## src/rtl/fetch_byte_bridge_pkg.sv

```systemverilog
// Shared types and constants for the instruction-fetch byte bridge.
// Build option: NEXT_WORD_PREFETCH_EN selects a two-entry buffer with next-word prefetch;
// when undefined the buffer has a single entry.
package fetch_byte_bridge_pkg;

  localparam int unsigned ADDR_W         = 32;
  localparam int unsigned DATA_W         = 32;
  localparam int unsigned BYTE_W         = 8;
  localparam int unsigned BYTES_PER_WORD = 4;
  localparam int unsigned TAG_W          = ADDR_W - 2;
  localparam int unsigned TMO_W          = 16;

  // addi x0,x0,0
  localparam logic [DATA_W-1:0] NOP_WORD_DEFAULT = 32'h0000_0013;

`ifdef NEXT_WORD_PREFETCH_EN
  localparam int unsigned NUM_ENTRIES = 2;
`else
  localparam int unsigned NUM_ENTRIES = 1;
`endif

  typedef enum logic [1:0] {
    IDLE     = 2'd0,
    FILL     = 2'd1,
    PREFETCH = 2'd2
  } state_e;

  // One buffered instruction word.
  typedef struct packed {
    logic              valid;
    logic [TAG_W-1:0]  tag;
    logic [DATA_W-1:0] data;
  } entry_t;

endpackage

```

## src/rtl/fetch_byte_bridge_if.sv

```systemverilog
// Core-side fetch port plus byte-wide memory bus of the fetch bridge.
//   master : the bridge (drives core_rdata/core_busy, mem_req/mem_addr, fetch_err)
//   slave  : core and memory (drive core_addr, mem_rdata/mem_ack)
interface fetch_byte_bridge_if;
  import fetch_byte_bridge_pkg::*;

  logic [ADDR_W-1:0] core_addr;
  logic [DATA_W-1:0] core_rdata;
  logic              core_busy;
  logic              mem_req;
  logic [ADDR_W-1:0] mem_addr;
  logic [BYTE_W-1:0] mem_rdata;
  logic              mem_ack;
  logic              fetch_err;

  modport master (
    input  core_addr, mem_rdata, mem_ack,
    output core_rdata, core_busy, mem_req, mem_addr, fetch_err
  );

  modport slave (
    output core_addr, mem_rdata, mem_ack,
    input  core_rdata, core_busy, mem_req, mem_addr, fetch_err
  );
endinterface

```

## src/rtl/fetch_byte_bridge_byte_word_assembler.sv

```systemverilog
// Collects four little-endian bytes into one word and watches for a stalled byte.
//   clk, rst   : clock, synchronous active-high reset
//   start_i    : begin a new word (byte index and stall counter cleared)
//   active_i   : a byte request is outstanding on the bus
//   ack_i      : memory acknowledges the current byte
//   rdata_i    : byte data
//   idx_o      : byte lane currently requested
//   done_o     : pulse, last byte accepted this cycle (word_o valid)
//   timeout_o  : pulse, TIMEOUT stalled cycles reached on the current byte
//   word_o     : assembled word, current byte in the top lane
module byte_word_assembler
  import fetch_byte_bridge_pkg::*;
#(
  parameter int unsigned TIMEOUT = 255
) (
  input  logic              clk,
  input  logic              rst,
  input  logic              start_i,
  input  logic              active_i,
  input  logic              ack_i,
  input  logic [BYTE_W-1:0] rdata_i,
  output logic [1:0]        idx_o,
  output logic              done_o,
  output logic              timeout_o,
  output logic [DATA_W-1:0] word_o
);

  localparam int unsigned LANE_W   = BYTE_W * (BYTES_PER_WORD - 1);
  localparam logic [1:0]  LAST_IDX = 2'(BYTES_PER_WORD - 1);
  localparam logic [TMO_W-1:0] TMO_LAST = TMO_W'(TIMEOUT - 1);

  logic [1:0]        idx_q, idx_d;
  logic [LANE_W-1:0] lanes_q, lanes_d;
  logic [TMO_W-1:0]  tmo_q, tmo_d;
  logic              xfer;

  assign xfer = active_i && ack_i;

  // Lower three bytes shift in from the top; the fourth is taken straight from the bus.
  always_comb begin
    idx_d   = idx_q;
    lanes_d = lanes_q;
    tmo_d   = tmo_q;
    if (start_i) begin
      idx_d = '0;
      tmo_d = '0;
    end else if (xfer) begin
      idx_d   = idx_q + 2'd1;
      lanes_d = {rdata_i, lanes_q[LANE_W-1:BYTE_W]};
      tmo_d   = '0;
    end else if (active_i) begin
      tmo_d = tmo_q + TMO_W'(1);
    end
  end

  always_ff @(posedge clk) begin
    if (rst) begin
      idx_q   <= '0;
      lanes_q <= '0;
      tmo_q   <= '0;
    end else begin
      idx_q   <= idx_d;
      lanes_q <= lanes_d;
      tmo_q   <= tmo_d;
    end
  end

  // An ack in the same cycle as the last stalled cycle wins over the timeout.
  assign done_o    = xfer && (idx_q == LAST_IDX);
  assign timeout_o = active_i && !ack_i && (tmo_q == TMO_LAST);
  assign word_o    = {rdata_i, lanes_q};
  assign idx_o     = idx_q;

endmodule

```

## src/rtl/fetch_byte_bridge.sv

```systemverilog
// Instruction-fetch bridge: serves 32-bit fetches from a word buffer, filling it with
// four byte reads on a miss. A stalled byte abandons the fill and returns NOP_WORD.
//   clk, rst : clock, synchronous active-high reset
//   bus      : fetch_byte_bridge_if.master (core_addr/core_rdata/core_busy,
//              mem_req/mem_addr/mem_rdata/mem_ack, sticky fetch_err)
// Build option: NEXT_WORD_PREFETCH_EN adds a second entry and prefetch of the next word.
module fetch_byte_bridge
  import fetch_byte_bridge_pkg::*;
#(
  parameter int unsigned       TIMEOUT  = 255,
  parameter logic [DATA_W-1:0] NOP_WORD = NOP_WORD_DEFAULT
) (
  input  logic                clk,
  input  logic                rst,
  fetch_byte_bridge_if.master bus
);

  state_e            state_q, state_d;
  logic [TAG_W-1:0]  word_addr_q, word_addr_d;
  logic              sel_q, sel_d;
  logic              mem_req_q, mem_req_d;
  logic              fetch_err_q, fetch_err_d;
  entry_t            ent_q [NUM_ENTRIES];

  logic              ent_we;
  logic              ent_sel;
  entry_t            ent_wdata;

  logic              asm_start;
  logic              asm_done;
  logic              asm_timeout;
  logic [1:0]        asm_idx;
  logic [DATA_W-1:0] asm_word;

  logic [TAG_W-1:0]  core_tag;
  logic              hit;
  logic [DATA_W-1:0] hit_data;
  logic              ack_c;
  logic              unused_addr_lsbs;

`ifdef NEXT_WORD_PREFETCH_EN
  logic              hit_sel;
  logic [TAG_W-1:0]  nxt_tag;
  logic              nxt_held;
  logic              mru_q, mru_d;
`endif

  assign core_tag         = bus.core_addr[ADDR_W-1:2];
  assign unused_addr_lsbs = ^bus.core_addr[1:0];
  assign ack_c            = mem_req_q && bus.mem_ack;

  byte_word_assembler #(.TIMEOUT(TIMEOUT)) u_asm (
    .clk       (clk),
    .rst       (rst),
    .start_i   (asm_start),
    .active_i  (mem_req_q),
    .ack_i     (bus.mem_ack),
    .rdata_i   (bus.mem_rdata),
    .idx_o     (asm_idx),
    .done_o    (asm_done),
    .timeout_o (asm_timeout),
    .word_o    (asm_word)
  );

  // Hit lookup against the buffer, combinational from core_addr.
  always_comb begin
    hit      = 1'b0;
    hit_data = '0;
`ifdef NEXT_WORD_PREFETCH_EN
    hit_sel  = 1'b0;
`endif
    for (int i = 0; i < int'(NUM_ENTRIES); i++) begin
      if (ent_q[i].valid && (ent_q[i].tag == core_tag)) begin
        hit      = 1'b1;
        hit_data = ent_q[i].data;
`ifdef NEXT_WORD_PREFETCH_EN
        hit_sel  = 1'(i);
`endif
      end
    end
  end

`ifdef NEXT_WORD_PREFETCH_EN
  // Is the word after the current fetch already buffered? Tag wraps at the top of memory.
  assign nxt_tag = core_tag + TAG_W'(1);

  always_comb begin
    nxt_held = 1'b0;
    for (int i = 0; i < int'(NUM_ENTRIES); i++) begin
      if (ent_q[i].valid && (ent_q[i].tag == nxt_tag)) nxt_held = 1'b1;
    end
  end
`endif

  // State register.
  always_ff @(posedge clk) begin
    if (rst) state_q <= IDLE;
    else     state_q <= state_d;
  end

  // Next-state logic.
  always_comb begin
    state_d = state_q;
    case (state_q)
      IDLE: begin
        if (!hit) state_d = FILL;
`ifdef NEXT_WORD_PREFETCH_EN
        else if (!nxt_held) state_d = PREFETCH;
`endif
      end
      FILL: begin
        if (asm_done || asm_timeout) state_d = IDLE;
      end
      PREFETCH: begin
        // A demand miss yields the bus once the in-flight byte has been acked.
        if ((!hit && ack_c) || asm_done || asm_timeout) state_d = IDLE;
      end
      default: state_d = IDLE;
    endcase
  end

  // Output / datapath decode.
  always_comb begin
    mem_req_d   = mem_req_q;
    word_addr_d = word_addr_q;
    sel_d       = sel_q;
    fetch_err_d = fetch_err_q;
    asm_start   = 1'b0;
    ent_we      = 1'b0;
    ent_sel     = sel_q;
    ent_wdata   = '0;
`ifdef NEXT_WORD_PREFETCH_EN
    mru_d       = mru_q;
`endif
    case (state_q)
      IDLE: begin
        if (!hit) begin
          asm_start   = 1'b1;
          mem_req_d   = 1'b1;
          word_addr_d = core_tag;
`ifdef NEXT_WORD_PREFETCH_EN
          sel_d       = !mru_q;
`else
          sel_d       = 1'b0;
`endif
        end
`ifdef NEXT_WORD_PREFETCH_EN
        else if (!nxt_held) begin
          // Prefetch target stays invalid until the whole word has arrived.
          asm_start   = 1'b1;
          mem_req_d   = 1'b1;
          word_addr_d = nxt_tag;
          sel_d       = !hit_sel;
          mru_d       = hit_sel;
          ent_we      = 1'b1;
          ent_sel     = !hit_sel;
          ent_wdata   = '0;
        end
`endif
      end
      FILL: begin
        if (asm_done) begin
          ent_we    = 1'b1;
          ent_wdata = '{valid: 1'b1, tag: word_addr_q, data: asm_word};
          mem_req_d = 1'b0;
`ifdef NEXT_WORD_PREFETCH_EN
          mru_d     = sel_q;
`endif
        end else if (asm_timeout) begin
          ent_we      = 1'b1;
          ent_wdata   = '{valid: 1'b1, tag: word_addr_q, data: NOP_WORD};
          fetch_err_d = 1'b1;
          mem_req_d   = 1'b0;
`ifdef NEXT_WORD_PREFETCH_EN
          mru_d       = sel_q;
`endif
        end
      end
      PREFETCH: begin
        if (!hit && ack_c) begin
          mem_req_d = 1'b0;
        end else if (asm_done) begin
          ent_we    = 1'b1;
          ent_wdata = '{valid: 1'b1, tag: word_addr_q, data: asm_word};
          mem_req_d = 1'b0;
        end else if (asm_timeout) begin
          mem_req_d = 1'b0;
        end
      end
      default: mem_req_d = 1'b0;
    endcase
  end

  // Control registers.
  always_ff @(posedge clk) begin
    if (rst) begin
      word_addr_q <= '0;
      sel_q       <= 1'b0;
      mem_req_q   <= 1'b0;
      fetch_err_q <= 1'b0;
`ifdef NEXT_WORD_PREFETCH_EN
      mru_q       <= 1'b0;
`endif
    end else begin
      word_addr_q <= word_addr_d;
      sel_q       <= sel_d;
      mem_req_q   <= mem_req_d;
      fetch_err_q <= fetch_err_d;
`ifdef NEXT_WORD_PREFETCH_EN
      mru_q       <= mru_d;
`endif
    end
  end

  // Buffer entries, single write port.
  always_ff @(posedge clk) begin
    if (rst) begin
      for (int i = 0; i < int'(NUM_ENTRIES); i++) ent_q[i] <= '0;
    end else if (ent_we) begin
      for (int i = 0; i < int'(NUM_ENTRIES); i++) begin
        if (ent_sel == 1'(i)) ent_q[i] <= ent_wdata;
      end
    end
  end

  assign bus.core_busy  = !hit;
  assign bus.core_rdata = hit_data;
  assign bus.mem_req    = mem_req_q;
  assign bus.mem_addr   = {word_addr_q, asm_idx};
  assign bus.fetch_err  = fetch_err_q;

endmodule

```

## src/flat_wrapper.sv

```systemverilog
// flat-port wrapper written by rule: the top's interface ports become plain ports
module fetch_byte_bridge_flat import fetch_byte_bridge_pkg::*;
#(
  parameter int unsigned       TIMEOUT  = 255,
  parameter logic [DATA_W-1:0] NOP_WORD = NOP_WORD_DEFAULT
)
  (clk, rst, bus_core_addr, bus_mem_rdata, bus_mem_ack, bus_core_rdata, bus_core_busy, bus_mem_req, bus_mem_addr, bus_fetch_err);
  fetch_byte_bridge_if bus_i ();
  input  logic clk;
  input  logic rst;
  input wire logic [$bits(bus_i.core_addr)-1:0] bus_core_addr;
  input wire logic [$bits(bus_i.mem_rdata)-1:0] bus_mem_rdata;
  input wire logic [$bits(bus_i.mem_ack)-1:0] bus_mem_ack;
  output wire logic [$bits(bus_i.core_rdata)-1:0] bus_core_rdata;
  output wire logic [$bits(bus_i.core_busy)-1:0] bus_core_busy;
  output wire logic [$bits(bus_i.mem_req)-1:0] bus_mem_req;
  output wire logic [$bits(bus_i.mem_addr)-1:0] bus_mem_addr;
  output wire logic [$bits(bus_i.fetch_err)-1:0] bus_fetch_err;
  assign bus_i.core_addr = bus_core_addr;
  assign bus_i.mem_rdata = bus_mem_rdata;
  assign bus_i.mem_ack = bus_mem_ack;
  assign bus_core_rdata = bus_i.core_rdata;
  assign bus_core_busy = bus_i.core_busy;
  assign bus_mem_req = bus_i.mem_req;
  assign bus_mem_addr = bus_i.mem_addr;
  assign bus_fetch_err = bus_i.fetch_err;
  fetch_byte_bridge #(.TIMEOUT(TIMEOUT), .NOP_WORD(NOP_WORD)) u_core (.clk(clk), .rst(rst), .bus(bus_i));
endmodule
```

## config.mk

```make
export PLATFORM = sky130hd
export DESIGN_NAME = fetch_byte_bridge_flat
export DESIGN_NICKNAME = d
export VERILOG_FILES = /design/src/rtl/fetch_byte_bridge_pkg.sv /design/src/rtl/fetch_byte_bridge_if.sv /design/src/rtl/fetch_byte_bridge_byte_word_assembler.sv /design/src/rtl/fetch_byte_bridge.sv /design/src/flat_wrapper.sv
export SDC_FILE = /design/constraint.sdc
export NUM_CORES = 1
export LEC_CHECK = 0
export ABC_AREA = 1
export CORE_MARGIN = 2
export CORE_UTILIZATION = 48
export DETAILED_ROUTE_END_ITERATION = 6
export GPL_ROUTABILITY_DRIVEN = 1
export PLACE_DENSITY_LB_ADDON = 0.08
export SYNTH_ARGS = -nofsm -noshare
export SYNTH_HDL_FRONTEND = slang
export SYNTH_SLANG_ARGS = --single-unit
export TNS_END_PERCENT = 1
```

## constraint.sdc

```tcl
create_clock -name clk -period 4.4 [get_ports clk]
set_input_delay 0.88 -clock clk [delete_from_list [all_inputs] [get_ports clk]]
set_output_delay 0.88 -clock clk [all_outputs]
set_load 0.005 [all_outputs]
```

==> run summary, run 1 <==
Fin. Hold Viols: 0
First-pass iteration count of the detailed router: 4
Slew HR: 18.5%
Placed insts: 1149
IR drop worst, VDD: 230 uV
I/O Buffers: 107
Num Clock Sinks: 137
Post-Synthesis Cells: 887
Synthesized cell area: 6660 um2
EDFF count, synth: 63
Clk_lat worst skew: 420 ps
Synth cell types: 28
CTS clk-pin slew, worst paths: 60 ps
Syn Nets: 933
Global-route wire length before repair: 24.5 mm
Max H-tree Level: 4
DR vias: 5442
Core Area: 13700 um2
Outcome: finished clean
Die Ht: 122 um
Main area contributors after synthesis: edfxtp_1 (28%), dfxtp_1 (22%), nand2_1 (11%)
Hold Crit Start: u_core.u_asm.lanes_q[1]
Cts-stage hold buffer count: 0
Chip width: 122 um
Avg Vias per Cell: 4.61
Clock tree buffer depth: 2
Worst Setup Start Kind: primary input
All-layer global routing usage: 21.5%
RSZ-0062 raised after global routing: false
Min-delay worst type: register to register
Final net count: 1034
Min Tclk post-route: 4110 ps
First-iteration detailed-routing DRC count: 381
Post-CTS Setup Bufs: 0
Cell Rows: 43
Count leader, synth: nand2_1
Inserted Diodes: 0
Total number of yosys warnings: 0
Clock tree from TritonCTS: done
Maximum achievable frequency: 243 MHz
Final period util: 93.4%
Synth Area per Inst: 7.51 um2
Final ANT Viol Nets: 0
Hold endpoint: u_core.u_asm.lanes_q[1]
Worst-margin pin slew: 1220 ps
R2R depth: 8
DRC Markers: 0
Max Slew Vio Count: 0
Initial antenna violation count: 0
Post-Route Setup TNS: 0 ps
CTS Buf Count: 17
Final Skew: 7.38 ps
Register area share after synthesis: 50.6%
Seq cells post-synth: 137
Hpwl dp: 10.2 mm
FF-to-FF Start: u_core.bus.mem_req
Io pins: 110
Area leader, netlist: edfxtp_1
Max Cap Violations: 0
Drt wl/cell: 12.8 um
Top-area cell type share of the netlist area: 28.4%
PwrDens: 364 nW/um2
Worst setup EP type: primary output
Hold Path Stages: 2
Primary FF master, synth: dfxtp_1
Vias in the first global route: 5074
Hold_ws: 456 ps
Area delta synth->final: 26.0%
WP data required: 3520 ps
Die ar.: 14800 um2
Arr. time, crit path: 3230 ps
Pin count of the biggest net entering global routing: 51
Setup CP Type: primary input to primary output
RePlAce Congestion: 0.803
Most frequent cells after synthesis: nand2_1 (195), inv_1 (182), nor2_1 (178)
Share of cells above drive strength 1: 7.49%
Non-Filler Instances: 1181
Worst R2R End: u_core.u_asm.tmo_q[14]
Crit-path max FO: 33
Congestion Overflow GR: 0
Root Buffer Master: clkbuf_16
Reg2reg setup slack: 1810 ps
Final setup vio count: 0
DRT Wirelength: 15.1 mm
Initial Utilization: 48.5%
Pleak: 3.71 nW
Async S/R FF share, synth: 0%
[through the flow]
stage	total power, mW	util [%]	setup slack [ps]	area [um2]
after floorplan	1.59	-	949	6660
after global placement	1.72	57.0	209	7830
after detailed placement	1.72	57.0	150	7830
after CTS	3.07	61.2	138	8390
after global routing	3.17	61.2	89.9	8390
final	3.05	61.2	289	8390
[report_power, final]
part	internal [mW]	switching, mW	total (mW)
registers	1.39	0.0336	1.42
clock network	0.818	0.543	1.36
logic	0.123	0.149	0.272
[worst max-delay path: stages]
cell and delay [ps]:
clkdlybuf4s50_1 560, inv_1 80, nand2_1 60, nand2_1 50, nor2_1 100, nand2_1 50, nor2_1 130, nand2_1 110
nor2_4 260, inv_4 200, nor2_1 170, clkdlybuf4s50_1 540
[layout by cell type, fill, tap and decap left out, types with 2 or more instances in the layout]
master	Yosys	final
nand2_1	195	195
nand4_1	4	4
edfxtp_1	63	63
nor2_1	178	178
nor2_4	2	2
clkbuf_8	0	3
nor3_2	4	4
nand2_2	2	2
nor3_1	4	4
inv_2	3	2
clkbuf_16	0	17
xor2_1	12	12
clkinvlp_4	0	4
nor2_2	25	25
inv_1	182	182
ha_1	3	3
clkdlybuf4s50_1	0	107
buf_4	1	5
xnor2_1	6	6
o21ai_0	26	26
nand3_1	39	38
clkinv_2	0	3
a21oi_1	29	29
dfxtp_1	74	74
[final cells by class]
cell class                      count  area, um2
Clock buffer                       21        470
Clock inverter                     11       96.3
Fill cell                        1286       5330
Inverter                          185        697
Multi-Input combinational cell    534       2400
Sequential cell                   137       3370
Tap cell                          180        225
Timing Repair Buffer              113       1130
[worst max-delay path by stage]
stage	from	to	slack, ps	cells past startpoint
6_report	bus_core_addr[12]	bus_core_rdata[9]	290	12
5_1_grt	bus_core_addr[12]	bus_core_rdata[9]	90	12
3_3_place_gp	bus_core_addr[12]	bus_core_rdata[31]	210	12
4_1_cts	bus_core_addr[12]	bus_core_rdata[9]	140	12
2_1_floorplan	bus_mem_ack	u_core.ent_q[0][0]	950	4
3_5_place_dp	bus_core_addr[12]	bus_core_rdata[9]	150	12
[flip-flops by register name, indices dropped and copies added (netlist names)]
register / cells
u_core.ent_q: 63
u_core.word_addr_q: 30
u_core.u_asm.lanes_q: 24
u_core.u_asm.tmo_q: 16
u_core.u_asm.idx_o: 2
u_core.bus.fetch_err: 1
u_core.bus.mem_req: 1
[routing by layer]
layer	wire [um]	track usage, %	share of wire, %
met1	6900	26.7	46
met2	7180	35.7	48
met3	701	5.62	4.7
met4	271	8.41	1.8
met5	0	0	0
[timing repair]
item | in CTS | in global routing
endpoints found under the setup margin | 0 | 4
hold endpoints to repair | 0 | 0
resized for setup | 0 | 2
[kinds of logic (layout without fill, tap and decap cells)]
logic type	count (synthesis)	in the layout	synth area share (%)
simple gates	457	457	28.6
buf+inv	216	330	13.5
flops	137	137	50.6
compound gates	56	56	4.38
xor+xnor	18	18	2.37
fa+ha+maj	3	3	0.564
Power figures use the tool's default switching activity.
==> run 2, diff against run 1 <==
--- a/config.mk
+++ b/config.mk
@@ -11,6 +11,7 @@
 export DETAILED_ROUTE_END_ITERATION = 6
 export GPL_ROUTABILITY_DRIVEN = 1
 export PLACE_DENSITY_LB_ADDON = 0.08
+export REMOVE_ABC_BUFFERS = 1
 export SYNTH_ARGS = -nofsm -noshare
 export SYNTH_HDL_FRONTEND = slang
 export SYNTH_SLANG_ARGS = --single-unit
==> run 2 against run 1 <==
Against the previous run:
- count of clock-buffer cells in the layout fell by 3
- critical path depth grew 1
- setup slack improved by 240 ps
- hold slack got worse by 5.6 ps
- clock power up 8%
- via count shrank 1.6%
- sequential share of layout area fell by 0.30 points
- total power grew 3.4%
- fmax up 6.1%
- global-route usage down 0.52 points
==> run summary, run 2 (synthesis results as in run 1) <==
Worst setup startpoint: bus_core_addr[25]
Final setup vio count: 0 (unchanged)
Clk_lat worst skew: 420 ps (about the same)
Io pins: 110 (unchanged)
Initial Utilization: 48.5% (unchanged)
All-layer global routing usage: 20.9% (-0.52 points)
Slew HR: 22.4% (+4.0 points)
Fillers: 1298 (+0.93%)
Final period util: 88.1% (-5.4 points)
Max reg flops: 63 (unchanged)
Maximum achievable frequency: 258 MHz (+6.1%)
CTS clk-pin slew, worst paths: 50 ps (about the same)
Max Cap Violations: 0 (unchanged)
Critical Path End: bus_core_rdata[8]
Fin. Hold Viols: 0 (unchanged)
Arr. time, crit path: 2990 ps (-240 ps)
Final ANT Viol Nets: 0 (unchanged)
Hold_ws: 451 ps (-5.63 ps)
Sequential Area: 3370 um2 (unchanged)
Post-Route Setup TNS: 0 ps (unchanged)
R2R depth: 8 (unchanged)
Min Tclk post-route: 3870 ps (-236 ps)
Grt met2 use: 35.1% (-0.59 points)
Drt wl/cell: 12.3 um (-3.9%)
Hold Path Stages: 2 (unchanged)
Sw power: 0.708 mW (-2.4%)
Share of cells above drive strength 1: 7.57% (+0.077 points)
Core Area: 13700 um2 (unchanged)
Busiest grt layer: met2
Max Slew Vio Count: 0 (unchanged)
Setup CP Type: primary input to primary output
Pleak: 3.74 nW (+0.73%)
Congestion Overflow GR: 0 (unchanged)
Commonest non-fill, non-tap cell in the layout: nand2_1
Avg Vias per Cell: 4.52 (-1.9%)
Hold Crit Start: u_core.u_asm.lanes_q[2]
Comb pwr share: 8.5% (-0.4 points)
CTS Buf Count: 17 (unchanged)
Outcome: finished clean
Worst R2R End: u_core.u_asm.tmo_q[14]
Area delta synth->final: 27.0%
DR vias: 5353 (-1.6%)
Switching share of power: 22.4% (-1.3 points)
WP data required: 3520 ps (about the same)
First-iteration detailed-routing DRC count: 235 (-38%)
IR drop worst, VDD: 241 uV (+4.6%)
M1 GR Usage: 25.1% (-1.6 points)
Clock tree from TritonCTS: done
Die Ht: 122 um (unchanged)
Crit-path max FO: 33 (unchanged)
PwrDens: 373 nW/um2 (+2.6%)
Chip width: 122 um (unchanged)
Global-route wire length before repair: 23.7 mm (-3.3%)
Final net count: 1037 (+0.29%)
Cell Rows: 43 (unchanged)
Pin count of the biggest net entering global routing: 51 (unchanged)
RePlAce Congestion: 0.879 (+9.5%)
Pwr Total: 3.15 mW (+3.4%)
Final Skew: 8.20 ps (+0.826 ps)
Post-cts gate resize count: 0 (unchanged)
I/O Buffers: 107 (unchanged)
Hpwl dp: 9.66 mm (-5.5%)
Max H-tree Level: 4 (unchanged)
Grt met3 use: 6.27% (+0.66 points)
Root Buffer Master: clkbuf_16
DRT Wirelength: 14.5 mm (-3.6%)
Initial antenna violation count: 0 (unchanged)
Inserted Diodes: 0 (unchanged)
Top Registers: u_core.ent_q: 63 flops, u_core.word_addr_q: 30 flops, u_core.u_asm.lanes_q: 24 flops
Cts-stage hold buffer count: 0 (unchanged)
RSZ-0062 raised after global routing: false
Post-CTS Setup Bufs: 0 (unchanged)
Multi-input gate area: 2400 um2 (unchanged)
Clock share of power: 46.5% (+1.9 points)
Biggest register: u_core.ent_q
Worst setup EP type: primary output
Die ar.: 14800 um2 (unchanged)
Min-delay worst type: register to register
Num Clock Sinks: 137 (unchanged)
First-pass iteration count of the detailed router: 4 (unchanged)
DRC Markers: 0 (unchanged)
Reg2reg setup slack: 1790 ps (-20 ps)
Worst Setup Start Kind: primary input
Clock tree buffer depth: 2 (unchanged)
Vias in the first global route: 5015 (-1.2%)
Sequential Power Share: 45.0% (-1.5 points)
Core Util, Final: 61.6% (+0.46 points)
Int Pwr: 2.45 mW (+5.2%)
FF-to-FF Start: u_core.bus.mem_req
Commonest cells after routing, fill and taps aside: nand2_1 (195), inv_1 (181), nor2_1 (178)
Worst-margin pin slew: 1160 ps (-59.3 ps)
[run 2: through the flow]
stage / std cells / cell area, um2 / worst slack [ps]
floorplan: 856 / 6460 / 198
global placement: 1152 / 7850 / 485
detailed placement: 1152 / 7850 / 492
CTS: 1184 / 8460 / 459
global route: 1184 / 8460 / 242
finish: 1184 / 8460 / 525
[run 2: how the worst min path moves through the flow]
stage               slack, ps                      end
finish                    450  u_core.u_asm.lanes_q[2]
detailed placement        440  u_core.u_asm.lanes_q[4]
CTS                       450  u_core.u_asm.lanes_q[4]
floorplan                 430  u_core.u_asm.lanes_q[0]
global placement          440  u_core.u_asm.lanes_q[5]
global route              460  u_core.u_asm.lanes_q[4]
[run 2: power groups by stage]
stage | combinational (mW) | clock (mW) | sequential [mW]
after floorplan | 0.143 | 0 | 1.44
after global placement | 0.270 | 0 | 1.44
after detailed placement | 0.271 | 0 | 1.44
after CTS | 0.273 | 1.50 | 1.42
after global routing | 0.309 | 1.55 | 1.42
final | 0.269 | 1.47 | 1.42
[run 2: metal layers]
layer / part of all wire [%] / wire length (um) / up-vias
met2: 47 / 6810 / 128
met3: 6.7 / 976 / 14
met1: 45 / 6480 / 2339
met4: 1.7 / 245 / 0
li1: - / - / 2872
met5: 0 / 0 / -
[run 2: area by class of cell]
class	instances	area share, %
Clock buffer	18	5.07
Clock inverter	14	2.13
Inverter	185	8.21
Multi-Input combinational cell	534	28.4
Sequential cell	137	39.9
Tap cell	180	2.66
Timing Repair Buffer	116	13.6
[run 2: worst max-delay path, cell delays in order]
cell             delay, ps
clkdlybuf4s50_1        500
inv_1                   70
nand2_1                 90
nand2_1                 60
nor2_1                 100
nand2_1                 50
nor2_1                 120
nand2_1                120
nor2_4                 120
inv_2                   50
buf_12                 160
nor2_1                 130
clkdlybuf4s50_1        530
==> run 3, diff against run 2 <==
==> constraint.sdc (replaced) <==
create_clock -name clk -period 3.5 [get_ports clk]
set_input_delay 0.7 -clock clk [delete_from_list [all_inputs] [get_ports clk]]
set_output_delay 0.7 -clock clk [all_outputs]
set_load 0.005 [all_outputs]
==> run 3 against run 2 <==
Against the previous run:
- non-clock buffer count is 32 higher
- clock skew is 2.3 ps lower
- total power is 21% higher
- setup slack worse by 490 ps
- register-to-register slack worse by 400 ps
- cell count is 2.6% higher
- sequential power is 25% higher
- global-route usage is 0.096 points lower
- hold slack worse by 3.0 ps
- flip-flop and latch count stayed put
- utilization is 1.8 points higher
- critical endpoint is now bus_core_rdata[31]
==> run summary, run 3 (synthesis results as in run 1) <==
Setup CP Type: primary input to primary output
Fin. Hold Viols: 0 (unchanged)
Die ar.: 14800 um2 (unchanged)
Max H-tree Level: 4 (unchanged)
Pwr Total: 3.82 mW (+21%)
Core Area: 13700 um2 (unchanged)
Clk_lat worst skew: 410 ps (about the same)
Final setup vio count: 0 (unchanged)
Busiest grt layer: met2
Final period util: 98.9%
Num Clock Sinks: 137 (unchanged)
I/O Buffers: 107 (unchanged)
RSZ-0062 raised after global routing: true
Clock tree from TritonCTS: done
Slew HR: 60.4% (+38 points)
Min-delay worst type: register to register
Drt wl/cell: 12.1 um (-0.86%)
Congestion Overflow GR: 0 (unchanged)
DRC Markers: 0 (unchanged)
Max Slew Vio Count: 0 (unchanged)
Worst Setup Start Kind: primary input
DR vias: 5444 (+1.7%)
Commonest cells after routing, fill and taps aside: nand2_1 (191), inv_1 (181), nor2_1 (174)
Max Cap Violations: 0 (unchanged)
Clock tree buffer depth: 2 (unchanged)
Final Skew: 5.88 ps (-2.32 ps)
Grt met3 use: 6.41% (+0.14 points)
WP data required: 2800 ps (-720 ps)
Hold_ws: 448 ps (-2.99 ps)
Avg Vias per Cell: 4.48 (-0.89%)
Vias in the first global route: 4996 (-0.38%)
Max stage delay on crit path: 510 ps (-20 ps)
Root Buffer Master: clkbuf_16
Post-CTS Setup Bufs: 0 (unchanged)
Pleak: 4.22 nW (+13%)
Max reg flops: 63 (unchanged)
Hpwl dp: 9.82 mm (+1.6%)
Maximum achievable frequency: 289 MHz
Top Registers: u_core.ent_q: 63 flops, u_core.word_addr_q: 30 flops, u_core.u_asm.lanes_q: 24 flops
Crit-path max FO: 19 (-42%)
M1 GR Usage: 25.5% (+0.40 points)
Inserted Diodes: 0 (unchanged)
Min Tclk post-route: 3460 ps
Worst setup EP type: primary output
IR drop worst, VDD: 316 uV (+31%)
Pin count of the biggest net entering global routing: 65 (+27%)
Critical path's top delay family: buffers and inverters
Cts-stage hold buffer count: 0 (unchanged)
Share of cells above drive strength 1: 11.2% (+3.6 points)
Chip width: 122 um (unchanged)
First-pass iteration count of the detailed router: 4 (unchanged)
Area delta synth->final: 30.6%
Slowest cell on crit path: clkdlybuf4s50_1
Initial antenna violation count: 0 (unchanged)
Biggest register: u_core.ent_q
Global-route wire length before repair: 23.8 mm (+0.35%)
Final net count: 1069 (+3.1%)
Grt met2 use: 35.5% (+0.42 points)
All-layer global routing usage: 20.8% (-0.096 points)
First-iteration detailed-routing DRC count: 252 (+7.2%)
Initial Utilization: 48.5% (unchanged)
DRT Wirelength: 14.8 mm (+1.7%)
CTS clk-pin slew, worst paths: 60 ps (about the same)
Worst-margin pin slew: 591 ps (-571 ps)
Crit-path most repeated cell: nand2_1
Outcome: finished clean
Die Ht: 122 um (unchanged)
RePlAce Congestion: 0.868 (-1.4%)
Cell Rows: 43 (unchanged)
Final ANT Viol Nets: 0 (unchanged)
Cell breakdown of the critical path: clkdlybuf4s50_1 > inv_1 > nand2_1 > nand2_1 > nor2_1 > nand2_1 > nor2_2 > nand2_2 > nor2_4 > inv_4 > buf_12 > nor2_1 > clkdlybuf4s50_1
Commonest non-fill, non-tap cell in the layout: nand2_1
PwrDens: 439 nW/um2 (+18%)
CTS Buf Count: 17 (unchanged)
Arr. time, crit path: 2760 ps (-230 ps)
Io pins: 110 (unchanged)
Crit path buffers/inverters: 5 (unchanged)
run 3: cell types whose count changed in the layout (fill, tap and decap cells not counted), sizes merged, moves of 2 or more:
cell,delta
buf,+32
clkdlybuf4s50,-35
dlygate4sd2,+19
dlymetal6s2s,+16
clkbuf,+2
bufinv,-3
run 3: metrics by stage:
step / std cells / util (%) / setup WS [ps] / instance area (um2) / TNS, ps
after CTS: 1215 / 63.0 / -33.5 / 8640 / -53.1
after global routing: 1215 / 63.4 / -113 / 8700 / -208
after detailed placement: 1184 / 59.1 / -25.5 / 8110 / -113
after floorplan: 856 / - / -522 / 6460 / -33160
after global placement: 1184 / 59.1 / -36.5 / 8110 / -365
final: 1215 / 63.4 / 37.6 / 8700 / 0
run 3: area by class of cell:
class | instances | area [um2]
fill | 1283 | 5020
sequential | 137 | 3370
multi-input combinational | 534 | 2420
timing repair buffer | 148 | 1430
inverter | 185 | 697
clock buffer | 20 | 447
tap | 180 | 225
clock inverter | 11 | 100
run 3: routing by layer:
layer	wire [um]	part of all wire, %
met2	7120	48
met3	848	5.7
met4	172	1.2
met5	0	0
met1	6620	45
run 3: worst paths after layout:
kind / start / to / slack, ps / cells past startpoint
worst max register to register: u_core.bus.mem_req / u_core.ent_q[0][19] / 1390 / 5
worst min register to register: u_core.u_asm.lanes_q[7] / u_core.u_asm.lanes_q[7] / 450 / 2
worst min-delay path: u_core.u_asm.lanes_q[7] / u_core.u_asm.lanes_q[7] / 450 / 2
worst max-delay path: bus_core_addr[27] / bus_core_rdata[31] / 40 / 13
run 3: power by group:
group	leakage [nW]	internal (mW)	switching (mW)
combinational	2.70	0.173	0.190
clock	0.256	0.990	0.686
sequential	1.26	1.74	0.0406
total	4.22	2.90	0.917
run 3: repair_timing:
item,CTS,global route
gates resized for setup,20,24
hold endpoints to repair,0,0
setup endpoints to repair,26,14
pin swaps,1,4
run 3: worst min-delay path, stage by stage (launching register included):
cell and delay, ps:
dfxtp_1 300, inv_1 60, a21oi_1 50
